===== src/rtl/alu_arb_pkg.sv =====
// alu_arb_pkg: command encodings and requester-id type shared by the arbiter and its ALU
package alu_arb_pkg;
  localparam logic [3:0] CMD_AND  = 4'd0;
  localparam logic [3:0] CMD_OR   = 4'd1;
  localparam logic [3:0] CMD_ADD  = 4'd2;
  localparam logic [3:0] CMD_SUB  = 4'd3;
  localparam logic [3:0] CMD_XOR  = 4'd4;
  localparam logic [3:0] CMD_PASS = 4'd5;
  localparam logic [3:0] CMD_SLTU = 4'd6;
  typedef logic req_id_t;
endpackage


===== src/rtl/alu_arbiter_alu.sv =====
// alu_arbiter_alu: combinational 32-bit ALU; status rides along but never alters the result
module alu_arbiter_alu
  import alu_arb_pkg::*;
(
  input  logic [31:0] val1,
  input  logic [31:0] val2,
  input  logic [3:0]  cmd,
  input  logic [3:0]  status,
  output logic [31:0] result
);
  logic unused_status;
  assign unused_status = ^status;
  always_comb
    result = cmd == CMD_AND  ? val1 & val2 :
             cmd == CMD_OR   ? val1 | val2 :
             cmd == CMD_ADD  ? val1 + val2 :
             cmd == CMD_SUB  ? val1 - val2 :
             cmd == CMD_XOR  ? val1 ^ val2 :
             cmd == CMD_PASS ? val2 :
             cmd == CMD_SLTU ? {31'd0, val1 < val2} : '0;
endmodule


===== src/rtl/alu_arbiter.sv =====
// alu_arbiter: two-requester arbiter in front of a shared ALU with a one-entry result register
module alu_arbiter
  import alu_arb_pkg::*;
#(
  parameter bit FAIR = 1'b1
) (
  input  logic        clk,
  input  logic        rst_n,
  input  logic        req0_valid,
  input  logic        req1_valid,
  output logic        req0_ready,
  output logic        req1_ready,
  input  logic [31:0] req0_val1,
  input  logic [31:0] req0_val2,
  input  logic [31:0] req1_val1,
  input  logic [31:0] req1_val2,
  input  logic [3:0]  req0_cmd,
  input  logic [3:0]  req1_cmd,
  input  logic [3:0]  req0_status,
  input  logic [3:0]  req1_status,
  output logic        res_valid,
  input  logic        res_ready,
  output logic [31:0] res_data,
  output logic        res_id
);
  req_id_t     last_grant, gnt;
  logic        can_accept, hs;
  logic [31:0] alu_val1, alu_val2, alu_res;
  logic [3:0]  alu_cmd, alu_status;
  always_comb begin
    can_accept = !res_valid || res_ready;
    gnt        = (req0_valid && req1_valid) ? (FAIR ? !last_grant : 1'b0) : req1_valid;
    req0_ready = rst_n && can_accept && req0_valid && !gnt;
    req1_ready = rst_n && can_accept && req1_valid && gnt;
    hs         = req0_ready || req1_ready;
    alu_val1   = gnt ? req1_val1 : req0_val1;
    alu_val2   = gnt ? req1_val2 : req0_val2;
    alu_cmd    = gnt ? req1_cmd : req0_cmd;
    alu_status = gnt ? req1_status : req0_status;
  end
  alu_arbiter_alu u_alu (
    .val1   (alu_val1),
    .val2   (alu_val2),
    .cmd    (alu_cmd),
    .status (alu_status),
    .result (alu_res)
  );
  // last_grant starts at 1 so requester 0 wins the first tie
  always_ff @(posedge clk or negedge rst_n)
    if (!rst_n) begin
      res_valid  <= 1'b0;
      res_data   <= '0;
      res_id     <= 1'b0;
      last_grant <= 1'b1;
    end else if (hs) begin
      res_valid  <= 1'b1;
      res_data   <= alu_res;
      res_id     <= gnt;
      last_grant <= gnt;
    end else if (res_ready)
      res_valid <= 1'b0;
endmodule


===== config.mk =====
export PLATFORM = sky130hd
export DESIGN_NAME = alu_arbiter
export DESIGN_NICKNAME = d
export VERILOG_FILES = /design/src/rtl/alu_arb_pkg.sv /design/src/rtl/alu_arbiter_alu.sv /design/src/rtl/alu_arbiter.sv
export SDC_FILE = /design/constraint.sdc
export NUM_CORES = 1
export LEC_CHECK = 0
export CORE_MARGIN = 5
export CORE_UTILIZATION = 65
export CTS_BUF_LIST = sky130_fd_sc_hd__clkbuf_8
export CTS_CLUSTER_SIZE = 40
export DETAILED_ROUTE_END_ITERATION = 16
export DONT_BUFFER_PORTS = 1
export PLACE_DENSITY = 0.81
export SYNTH_ARGS = -nofsm -noshare
export SYNTH_HDL_FRONTEND = slang
export SYNTH_HIERARCHICAL = 1
export SYNTH_SLANG_ARGS = --single-unit

===== constraint.sdc =====
create_clock -name clk -period 7.8 [get_ports clk]
set_clock_uncertainty 0.1 [all_clocks]
set_input_delay 2.34 -clock clk [delete_from_list [all_inputs] [get_ports clk]]
set_output_delay 2.34 -clock clk [all_outputs]
set_load 0.01 [all_outputs]

Yosys cells after proc, flatten, opt, wreduce, memory -nomap -nowiden. Cells that the tools add are included.

$add $sub $neg: 2. Order comparisons: 1. Eq/ne operators: 6. Multiplexer cells: 13. Bitwise operators: 3. Reductions and logical operators: 13.

Operator list (count): 2-to-1 mux 32 bit (8); adder 32 bit (1); AND 32 bit (1); < comparator 32 bit (1); bitwise OR 32 bit (1); subtractor 32 bit (1); bitwise XOR 32 bit (1); equality test 4 x 3 -> 1 bit, second input constant (3); equality test 4 x 2 -> 1 bit, second input constant (2); logical AND 1 bit (6); equality test 4 x 1 -> 1 bit, second input constant (1); zero test 4 bit (1); 2-to-1 mux 1 bit (4); 2-to-1 mux 4 bit (1); zero test 1 bit (3); logical OR 1 bit (2); nonzero test 2 bit (1).

Bits in registers: 35. Input bits: 149. Output and inout bits: 36.

Logic depth before layout (Yosys ltp). Gate-level depths: netlist (run 1).

Word-level depth: 11. Mapped depth: 18.

Hierarchy. Netlist (run 1), hierarchy kept.

By module, submodules not included: alu_arbiter_alu (times used 1, cells an instance 805, area an instance 5368.9 um^2, seq. area each 0.0 um^2); alu_arbiter (times used 1, cells an instance 160, area an instance 2249.7 um^2, seq. area each 877.1 um^2).

Worst setup path before layout (run 1). Ideal clock, no wire load.

Kind: input to register. Start: in req1_valid. End: reg res_data[22]. Data arrival time: 5747 ps. Required time: 7575 ps. Path slack: 1829 ps. Stages on the path: 17. Cell sequence: a21boi_2 buf_6 buf_6 mux2_2 ha_1 fa_1 o21bai_1 a21o_2 a21oi_4 o221ai_4 a31oi_2 o41ai_2 a21boi_1 a31o_1 a222oi_1 nand2_1 mux2_2.

Elaborated cells between the ends (all ways): 27. Classes of those cells: add/sub (2); eq/ne (5); mux (10); bitwise (3); reduce/logical (7).

RTL lines: start: declaration (line alu_arbiter.sv:10) `input logic req1_valid,`; logical AND 1 bit (line alu_arbiter.sv:32) `gnt = (req0_valid && req1_valid) ? (FAIR ? !last_grant : 1'b0) : req1_valid;`; 2-to-1 mux 1 bit * (line alu_arbiter.sv:32); 2-to-1 mux 32 bit * (line alu_arbiter.sv:37) `alu_val2 = gnt ? req1_val2 : req0_val2;`; named net alu_val2[0] (line alu_arbiter.sv:28) `logic [31:0] alu_val1, alu_val2, alu_res;`; subtractor 32 bit (line alu_arbiter_alu.sv:17) `cmd == CMD_SUB ? val1 - val2 :`; 2-to-1 mux 32 bit (line alu_arbiter_alu.sv:17); 2-to-1 mux 32 bit * (line alu_arbiter_alu.sv:16) `cmd == CMD_ADD ? val1 + val2 :`; 2-to-1 mux 32 bit * (line alu_arbiter_alu.sv:15) `cmd == CMD_OR ? val1 | val2 :`; 2-to-1 mux 32 bit * (line alu_arbiter_alu.sv:14) `result = cmd == CMD_AND ? val1 & val2 :`; named net alu_res[22] (line alu_arbiter.sv:28); end signal: assignment (line alu_arbiter.sv:57) `res_data <= alu_res;`; end: declaration (line alu_arbiter.sv:23) `output logic [31:0] res_data,`.

The timed path passes the listed nets; every way through them passes the cells marked *. A chain may end at the register's enable or synchronous reset.

Worst setup path in the final report (run 1). Same ends and word-level chain as after synthesis.

==> flow_summary.toml, run 1 <==
[placed_design]
place_inst = 1063
io_buffers = 0
place_congestion = 1.01
place_area_mm2 = 0.00746
dp_hpwl_um = 16500

[clock_tree]
hold_buffers = 0
cts.clk_slew.worst_paths_ns = 0.08
clockBufferDepth = 2
h-tree-depth = 2
cts.sinks = 35
worstSkewPairLatency_ns = 0.31
post_cts_resized = 0
clock-root-buffer = "clkbuf_8"
cts_tree = "done"
cts_made_buffers = 5
post_cts_buffers = 0

[global_routing]
grt_usage = 0.295
antenna_found_initial = 0
grt_pass1_wl_um = 34400
grt_pass1_vias = 6797
grt.overflow.total = 0
grt_max_degree = 60

[critical_path]
cp_max_fo = 26
rrSetupSlack_ns = 2.87
crit_slowest_cell = "nor4_1"
required_ns = 7.90
crit_path_start_kind = "input pin"
critical_path_class = "input pin to flop"
r2r_cells = 15
path_common_cell = "mux2_2"
worstPathCellList = "a21boi_4, buf_4, mux2_2, inv_1, ha_1, nor4_1, nand2b_1, o221ai_4, a31oi_2, o41ai_2, a21boi_1, a31o_1, a222oi_1, nand2_1, mux2_2"
cpPeakStageDelay_ns = 0.49
arrival_ns = 6.67
r2r_start = "last_grant$_DFFE_PN1P_"
end_kind = "flop"
startpoint = "req1_valid"
r2r_end = "res_data[22]$_DFFE_PN0P_"

[routing]
drt_iter0_drc = 723
wirelength_um = 21400
ant_nets = 0
drtPass1Iterations = 6
wl_per_cell_um = 20.0
via_count = 7144
avgViaCountPerCell = 6.67
drc = 0

[logic_synthesis]
yosys_warnings = 6
syn_area_mm2 = 0.00757
syn-num-nets = 1208
syn_inst = 961
syn_avg_cell_area_um2 = 7.88

[sta]
slew_violations = 0
min_period_over_period = 0.842
relSlewSlack = 0.437
hold_viol = 0
rsz0062_at_grt = "no"
clock.fmax_mhz = 152
min_period_ns = 6.57
setup_tns_ns = 0
tightest_slew_ns = 0.841
setup_viol_count_final = 0

[finish]
final_cell_area_mm2 = 0.00758
fillers = 1016
stdcell_count = 1071
utilization = 0.664
multi_input_area_mm2 = 0.00586
drive_gt1_frac = 0.166
register_area_um2 = 877
fin_nets = 1174
diodes = 0
syn_to_final_growth_pct = 0.0991

[floorplanning]
die_h_um = 118
rows = 39
die_w_um = 118
dieArea_mm2 = 0.0139
core-area_mm2 = 0.0114
pin_count = 185
initial_core_util = 0.663

[worst_hold_path]
hold_depth = 1
whs_endpoint = "res_id$_DFFE_PN0P_"
min_from = "res_id$_DFFE_PN0P_"
hp-class = "flop to flop"

[power]
fin_total_pwr_mw = 1.39
power_density_mw_per_mm2 = 184
p_leak_nw = 3.44
vdd_ir_drop_max_mv = 0.125

[status]
outcome = "finished clean"

[run]
drv_cap = 0
## layout make-up
class	count	area share
clock buffer	6	0.0109
timing repair buffer	18	0.0178
multi-input combinational	758	0.773
sequential	35	0.116
tap	143	0.0236
clock inverter	2	0.00462
inverter	109	0.0540
## metrics by stage
stage / setup WS [ns] / hold slack (ns)
3_3_place_gp: 1.02 / 0.433
6_report: 1.23 / 0.474
3_5_place_dp: 0.992 / 0.463
2_1_floorplan: 1.84 / 0.418
5_1_grt: 1.01 / 0.499
4_1_cts: 1.31 / 0.482
## metal layers
| layer | GRT usage | vias to the layer above | wire, um |
|---|---|---|---|
| met5 | 0.0110 | - | 0 |
| met2 | 0.479 | 390 | 9710 |
| met3 | 0.0466 | 50 | 1850 |
| li1 | - | 3394 | - |
| met4 | 0.0918 | 0 | 590 |
| met1 | 0.399 | 3310 | 9240 |
## worst max-delay path, delay by kind of cell
kind | cells | cell delay (ns)
and+or+nand+nor | 3 | 0.76
adders and majority gates | 1 | 0.34
AOI/OAI and AO/OA | 7 | 2.08
buffers and inverters | 2 | 0.48
muxes | 2 | 0.66
## worst max path at each step
| stage | end |
|---|---|
| 6_report | res_data[22]$_DFFE_PN0P_ |
| 5_1_grt | res_data[22]$_DFFE_PN0P_ |
| 4_1_cts | res_data[22]$_DFFE_PN0P_ |
| 3_5_place_dp | res_data[22]$_DFFE_PN0P_ |
| 3_3_place_gp | res_data[22]$_DFFE_PN0P_ |
| 2_1_floorplan | res_data[22]$_DFFE_PN0P_ |
## flip-flops by register name (all words and copies together) (netlist names)
| register | cells |
|---|---|
| res_valid | 1 |
| res_id | 1 |
| res_data | 32 |
| last_grant | 1 |
## layout by cell type, fill, tap and decap left out, types with 8 or more instances in the layout
cell and count:
ha_1 96, xnor2_1 17, nor3_1 25, o21bai_1 8, mux4_2 8, dfrtp_1 34, nand3_1 21, o31ai_1 8
nand2b_1 9, nor2_1 74, a21oi_1 94, mux2_2 101, o22ai_1 14, a31oi_1 17, buf_4 18, o21a_1 11
a21o_1 13, o21ai_0 62, mux2i_1 9, nand2_1 53, inv_1 108
## where the power goes
part / leakage [nW] / switching, mW / total, mW / internal, mW
sequential: 0.452 / 0.0633 / 0.300 / 0.236
clock: 0.0612 / 0.0842 / 0.188 / 0.104
combinational: 2.93 / 0.530 / 0.906 / 0.375
total: 3.44 / 0.678 / 1.39 / 0.715
Power figures use the tool's default switching activity.
==> run 2, diff against run 1 <==
--- a/config.mk
+++ b/config.mk
@@ -6,12 +6,12 @@
 export NUM_CORES = 1
 export LEC_CHECK = 0
 export CORE_MARGIN = 5
-export CORE_UTILIZATION = 65
+export CORE_UTILIZATION = 61
 export CTS_BUF_LIST = sky130_fd_sc_hd__clkbuf_8
 export CTS_CLUSTER_SIZE = 40
 export DETAILED_ROUTE_END_ITERATION = 16
 export DONT_BUFFER_PORTS = 1
-export PLACE_DENSITY = 0.81
+export PLACE_DENSITY = 0.8
 export SYNTH_ARGS = -nofsm -noshare
 export SYNTH_HDL_FRONTEND = slang
 export SYNTH_HIERARCHICAL = 1
==> constraint.sdc (replaced) <==
create_clock -name clk -period 5.5 [get_ports clk]
set_clock_uncertainty 0.1 [all_clocks]
set_input_delay 1.65 -clock clk [delete_from_list [all_inputs] [get_ports clk]]
set_output_delay 1.65 -clock clk [all_outputs]
set_load 0.01 [all_outputs]
==> run 2 against run 1 <==
Against the previous run:
- worst setup slack worse by 0.95 ns
- via count is 2.5% higher
- combinational power is 56% higher
- sequential share of layout area is 0.73 points lower
- sequential cell count stayed put
- power is 46% higher
- clock power is 6% higher
- global-route usage is 0.11 points lower
- register-to-register slack worse by 1.6 ns
- worst hold slack worse by 0.018 ns
- critical path depth is 2 higher
- routed wire length is 3.2% higher
- critical path type unchanged
==> flow_summary.toml, run 2 (synthesized netlist as in run 1, its figures left out) <==
[clock_tree]
cts.clk_slew.worst_paths_ns = 0.07
h-tree-depth = 2
worstSkewPairLatency_ns = 0.31
hold_buffers = 0
clock-root-buffer = "clkbuf_8"
cts.sinks = 35
cts_tree = "done"
clockBufferDepth = 2
cts_made_buffers = 5
post_cts_buffers = 0

[critical_path]
end_kind = "flop"
cpPeakStageDelay_ns = 0.51
arrival_ns = 5.37
worstPathCellList = "a21boi_4, buf_12, buf_12, mux2_2, inv_1, ha_1, inv_1, a21oi_1, o21bai_1, a21oi_1, o221ai_1, a2111oi_1, nor3_1, nor2_1, nor2_1, o41ai_1, mux2_2"
r2r_start = "last_grant$_DFFE_PN1P_"
required_ns = 5.65
r2r_cells = 17
critical_path_class = "input pin to flop"
critical_path.top_delay_family = "compound AO/OA/AOI/OAI gates"
crit_path_start_kind = "input pin"
r2r_end = "res_data[31]$_DFFE_PN0P_"
crit_buf_inv = 4
rrSetupSlack_ns = 1.25
cp_max_fo = 45
crit_slowest_cell = "a2111oi_1"

[finish]
syn_to_final_growth_pct = 6.89
largest_reg_flops = 32
final_cell_area_mm2 = 0.00810
drive_gt1_frac = 0.220
final_cell_mix = "inv_1, mux2_2, ha_1, a21oi_1, buf_4"
diodes = 0
stdcell_count = 1161
fin_nets = 1239
final_common_cell = "inv_1"
fillers = 1087
largest-register = "res_data"
utilization = 0.668

[global_routing]
grt_pass1_wl_um = 35100
met1_usage = 0.401
grt_max_degree = 46
antenna_found_initial = 0
busiest_layer = "met2"
grt.overflow.total = 0
use_met2 = 0.477
grt_usage = 0.294
grt_pass1_vias = 6871
use_met3 = 0.0452

[routing]
drtPass1Iterations = 7
wl_per_cell_um = 19.0
via_count = 7323
drt_iter0_drc = 707
ant_nets = 0
wirelength_um = 22100
drc = 0
avgViaCountPerCell = 6.31

[placed_design]
io_buffers = 0
place_congestion = 0.990
place_inst = 1153
dp_hpwl_um = 17500
place_area_mm2 = 0.00801
dp_slack_ns = -0.0365

[power]
power_density_mw_per_mm2 = 252
p_leak_nw = 3.75
vdd_ir_drop_max_mv = 0.114

[sta]
min_period_over_period = 0.949
hold_viol = 0
rsz0062_at_grt = "no"
min_period_ns = 5.22
tightest_slew_ns = 0.889
setup_tns_ns = 0
clock.fmax_mhz = 192
relSlewSlack = 0.405
fin_ws_ns = 0.282
slew_violations = 0
setup_viol_count_final = 0

[floorplanning]
rows = 40
die_w_um = 121
core-area_mm2 = 0.0121
pin_count = 185
die_h_um = 121
dieArea_mm2 = 0.0147
initial_core_util = 0.625

[worst_hold_path]
whs_endpoint = "res_id$_DFFE_PN0P_"
min_from = "res_id$_DFFE_PN0P_"
hp-class = "flop to flop"
hold_depth = 1

[status]
outcome = "finished clean"

[run]
drv_cap = 0
==> run 2: changes by cell type in the layout (fill, tap and decap cells not counted), sizes merged <==
| cell | delta |
|---|---|
| bufinv | -1 |
| buf | +65 |
| inv | +2 |
| clkbuf | -1 |
==> run 2: per-layer routing <==
metal | wire length (um) | vias up
li1 | - | 3519
met1 | 9550 | 3378
met2 | 10200 | 387
met3 | 1830 | 39
met4 | 503 | 0
met5 | 0 | -
==> run 2: worst max-delay path by stage <==
| stage | start | to | slack (ns) | depth (start not counted) |
|---|---|---|---|---|
| after global routing | req1_valid | res_data[29]$_DFFE_PN0P_ | 0.0008 | 16 |
| after detailed placement | req1_valid | res_data[25]$_DFFE_PN0P_ | -0.04 | 16 |
| after global placement | req1_valid | res_data[24]$_DFFE_PN0P_ | 0.01 | 17 |
| final | req1_valid | res_data[0]$_DFFE_PN0P_ | 0.28 | 17 |
| after CTS | req1_valid | res_data[31]$_DFFE_PN0P_ | 0.30 | 16 |
| after floorplan | req1_valid | res_data[22]$_DFFE_PN0P_ | 0.23 | 17 |
==> run 2: worst reg2reg max path: stages (launching register included) <==
cell	delay (ns)
dfstp_2	0.57
a21boi_4	0.06
buf_12	0.16
mux2_2	0.26
inv_1	0.05
ha_1	0.35
buf_4	0.14
nor2b_1	0.03
o21ai_0	0.30
a21oi_1	0.14
o21ai_0	0.45
o221ai_2	0.26
a211o_1	0.32
nand2_1	0.09
nor3b_1	0.07
o41a_1	0.41
a31oi_1	0.24
mux2_2	0.20
==> run 2: layout make-up <==
type,count,area (um^2),share of cell area
flip-flops and latches,35,877,0.108
clock inverters,3,12.5,0.00155
repair buffers,83,648,0.0801
multi-input cells,758,5870,0.725
well taps,168,210,0.0260
clock buffers,5,68.8,0.00850
inverters,109,409,0.0505
==> run 2: where the power goes <==
| group | internal [mW] | switching (mW) |
|---|---|---|
| combinational | 0.634 | 0.780 |
| sequential | 0.336 | 0.0896 |
| clock | 0.0855 | 0.113 |
==> run 2: through the flow <==
step                      total power, mW  hold slack [ns]
after floorplan                      1.46            0.418
final                                2.04            0.456
after global placement               1.79            0.434
after detailed placement             1.82            0.440
after global routing                 2.20            0.462
after CTS                            2.02            0.457
==> run 2: timing repair <==
item | CTS | global route
endpoints found under the hold margin | 0 | 0
gates resized for setup | 0 | 1
endpoints found under the setup margin | 0 | 1
==> run 3, diff against run 2 <==
--- a/config.mk
+++ b/config.mk
@@ -6,12 +6,12 @@
 export NUM_CORES = 1
 export LEC_CHECK = 0
 export CORE_MARGIN = 5
-export CORE_UTILIZATION = 61
+export CORE_UTILIZATION = 39
 export CTS_BUF_LIST = sky130_fd_sc_hd__clkbuf_8
 export CTS_CLUSTER_SIZE = 40
 export DETAILED_ROUTE_END_ITERATION = 16
 export DONT_BUFFER_PORTS = 1
-export PLACE_DENSITY = 0.8
+export PLACE_DENSITY = 0.55
 export SYNTH_ARGS = -nofsm -noshare
 export SYNTH_HDL_FRONTEND = slang
 export SYNTH_HIERARCHICAL = 1
==> run 3 against run 2 <==
Against the previous run:
- sequential cell count stayed put
- cell count increased by 11%
- design area increased by 4.0%
- register-to-register slack got worse by 0.06 ns
- critical path depth unchanged
- sequential share of layout area down 0.41 points
- clock power is 2% higher
- non-clock buffer count grew 27
- global-route usage decreased by 7.8 points
- worst setup slack lost 0.064 ns
- critical endpoint is now res_data[31]$_DFFE_PN0P_
- largest cell class unchanged
==> flow_summary.toml, run 3 (synthesized netlist as in run 1, its figures left out) <==
[status]
outcome = "finished clean"

[sta]
tightest_slew_ns = 0.839
setup_viol_count_final = 0
hold_viol = 0
rsz0062_at_grt = "no"
slew_violations = 0
clock.fmax_mhz = 189
min_period_ns = 5.28
relSlewSlack = 0.439
min_period_over_period = 0.960

[critical_path]
rrSetupSlack_ns = 1.19
critical_path.top_delay_family = "compound AO/OA/AOI/OAI gates"
critical_path_class = "input pin to flop"
cpPeakStageDelay_ns = 0.48
cp_max_fo = 24
r2r_cells = 17
r2r_end = "res_data[31]$_DFFE_PN0P_"
crit_path_start_kind = "input pin"
arrival_ns = 5.44
r2r_start = "last_grant$_DFFE_PN1P_"
required_ns = 5.65
end_kind = "flop"
crit_slowest_cell = "or4_1"
crit_buf_inv = 3
path_common_cell = "mux2_2"
worstPathCellList = "a21boi_4, buf_12, mux2_2, inv_1, ha_1, o21ba_1, or4_1, a21oi_1, o21ai_0, buf_4, o221ai_1, a211o_1, nand2_1, nor3b_1, o31ai_1, a31oi_1, mux2_2"

[worst_hold_path]
hold_depth = 1
hp-class = "flop to flop"
min_from = "res_id$_DFFE_PN0P_"
whs_endpoint = "res_id$_DFFE_PN0P_"

[routing]
via_count = 7219
drt-met1-wl_um = 11300
detailroute.wirelength.met2_um = 10800
top_layer = "met4"
drt_iter0_drc = 540
wl_per_cell_um = 19.1
drc = 0
wirelength_um = 24500
avgViaCountPerCell = 5.62
ant_nets = 0
wl_met3_um = 1680
drtPass1Iterations = 5

[global_routing]
grt_pass1_vias = 7128
grt_max_degree = 47
grt_pass1_wl_um = 38200
antenna_found_initial = 0
grt.overflow.total = 0
grt_usage = 0.216

[run]
drv_cap = 0

[placed_design]
place_inst = 1277
io_buffers = 0
dp_hpwl_um = 19600
place_area_mm2 = 0.00833
place_congestion = 0.969

[finish]
syn_to_final_growth_pct = 11.1
register_area_um2 = 877
largest-register = "res_data"
multi_input_area_mm2 = 0.00586
fillers = 2006
fin_nets = 1266
final_common_cell = "inv_1"
utilization = 0.437
final_cell_area_mm2 = 0.00842
final_cell_mix = "inv_1, buf_4, mux2_2, ha_1, a21oi_1"
stdcell_count = 1285
largest_reg_flops = 32
diodes = 0
drive_gt1_frac = 0.239

[clock_tree]
clock-root-buffer = "clkbuf_8"
cts.sinks = 35
cts_made_buffers = 5
h-tree-depth = 2
cts.clk_slew.worst_paths_ns = 0.08
worstSkewPairLatency_ns = 0.31
cts_tree = "done"
post_cts_buffers = 0
clockBufferDepth = 2

[floorplanning]
rows = 51
pin_count = 185
die_h_um = 149
dieArea_mm2 = 0.0223
initial_core_util = 0.393
die_w_um = 149
core-area_mm2 = 0.0193

[power]
fin_total_pwr_mw = 2.10
p_int_mw = 1.09
p_sw_mw = 1.01
p_sw_frac = 0.482
p_comb_frac = 0.700
pwr-share-clk = 0.097
power_density_mw_per_mm2 = 250
vdd_ir_drop_max_mv = 0.0877
seq_power_share = 0.203
p_leak_nw = 3.89
==> run 3: changes by cell type in the layout (fill, tap and decap cells not counted) <==
cell      change
o221ai_2      -1
buf_6         +1
o311ai_1      +1
o311ai_0      -1
buf_4        +26
o221ai_1      +1
==> run 3: routing by layer <==
layer,up-vias,track usage
met2,288,0.339
met5,-,0
met1,3319,0.304
met4,0,0.0686
li1,3577,-
met3,35,0.0331
==> run 3: final cells by class <==
cell class,instances,share of cell area
Multi-Input combinational cell,758,0.697
Sequential cell,35,0.104
Timing Repair Buffer,110,0.102
Inverter,109,0.0486
Tap cell,265,0.0394
Clock buffer,5,0.00818
Clock inverter,3,0.00149
==> run 3: repair_timing <==
action                                  4_1_cts  5_1_grt
gates resized for setup                       0        2
hold buffers                                  0        0
endpoints found under the setup margin        0        6
==> run 3: power groups by stage <==
stage | sequential [mW] | combinational [mW] | clock (mW)
detailed placement | 0.436 | 1.45 | 0
CTS | 0.430 | 1.46 | 0.213
global placement | 0.433 | 1.45 | 0
finish | 0.426 | 1.47 | 0.203
floorplan | 0.412 | 1.05 | 0
global route | 0.437 | 1.63 | 0.221
==> run 3: worst max-delay path by stage <==
stage	depth (start not counted)	to	startpoint
2_1_floorplan	17	res_data[22]$_DFFE_PN0P_	req1_valid
3_3_place_gp	17	res_data[25]$_DFFE_PN0P_	req1_valid
3_5_place_dp	17	res_data[31]$_DFFE_PN0P_	req1_valid
4_1_cts	18	res_data[31]$_DFFE_PN0P_	req1_valid
5_1_grt	17	res_data[31]$_DFFE_PN0P_	req1_valid
6_report	17	res_data[31]$_DFFE_PN0P_	req1_valid
==> run 3: through the flow <==
stage	setup slack (ns)	TNS, ns	hold slack [ns]
2_1_floorplan	0.225	0	0.418
3_3_place_gp	-0.0731	-0.381	0.440
3_5_place_dp	-0.0913	-0.427	0.441
4_1_cts	0.215	0	0.460
5_1_grt	0.00651	0	0.465
6_report	0.218	0	0.454
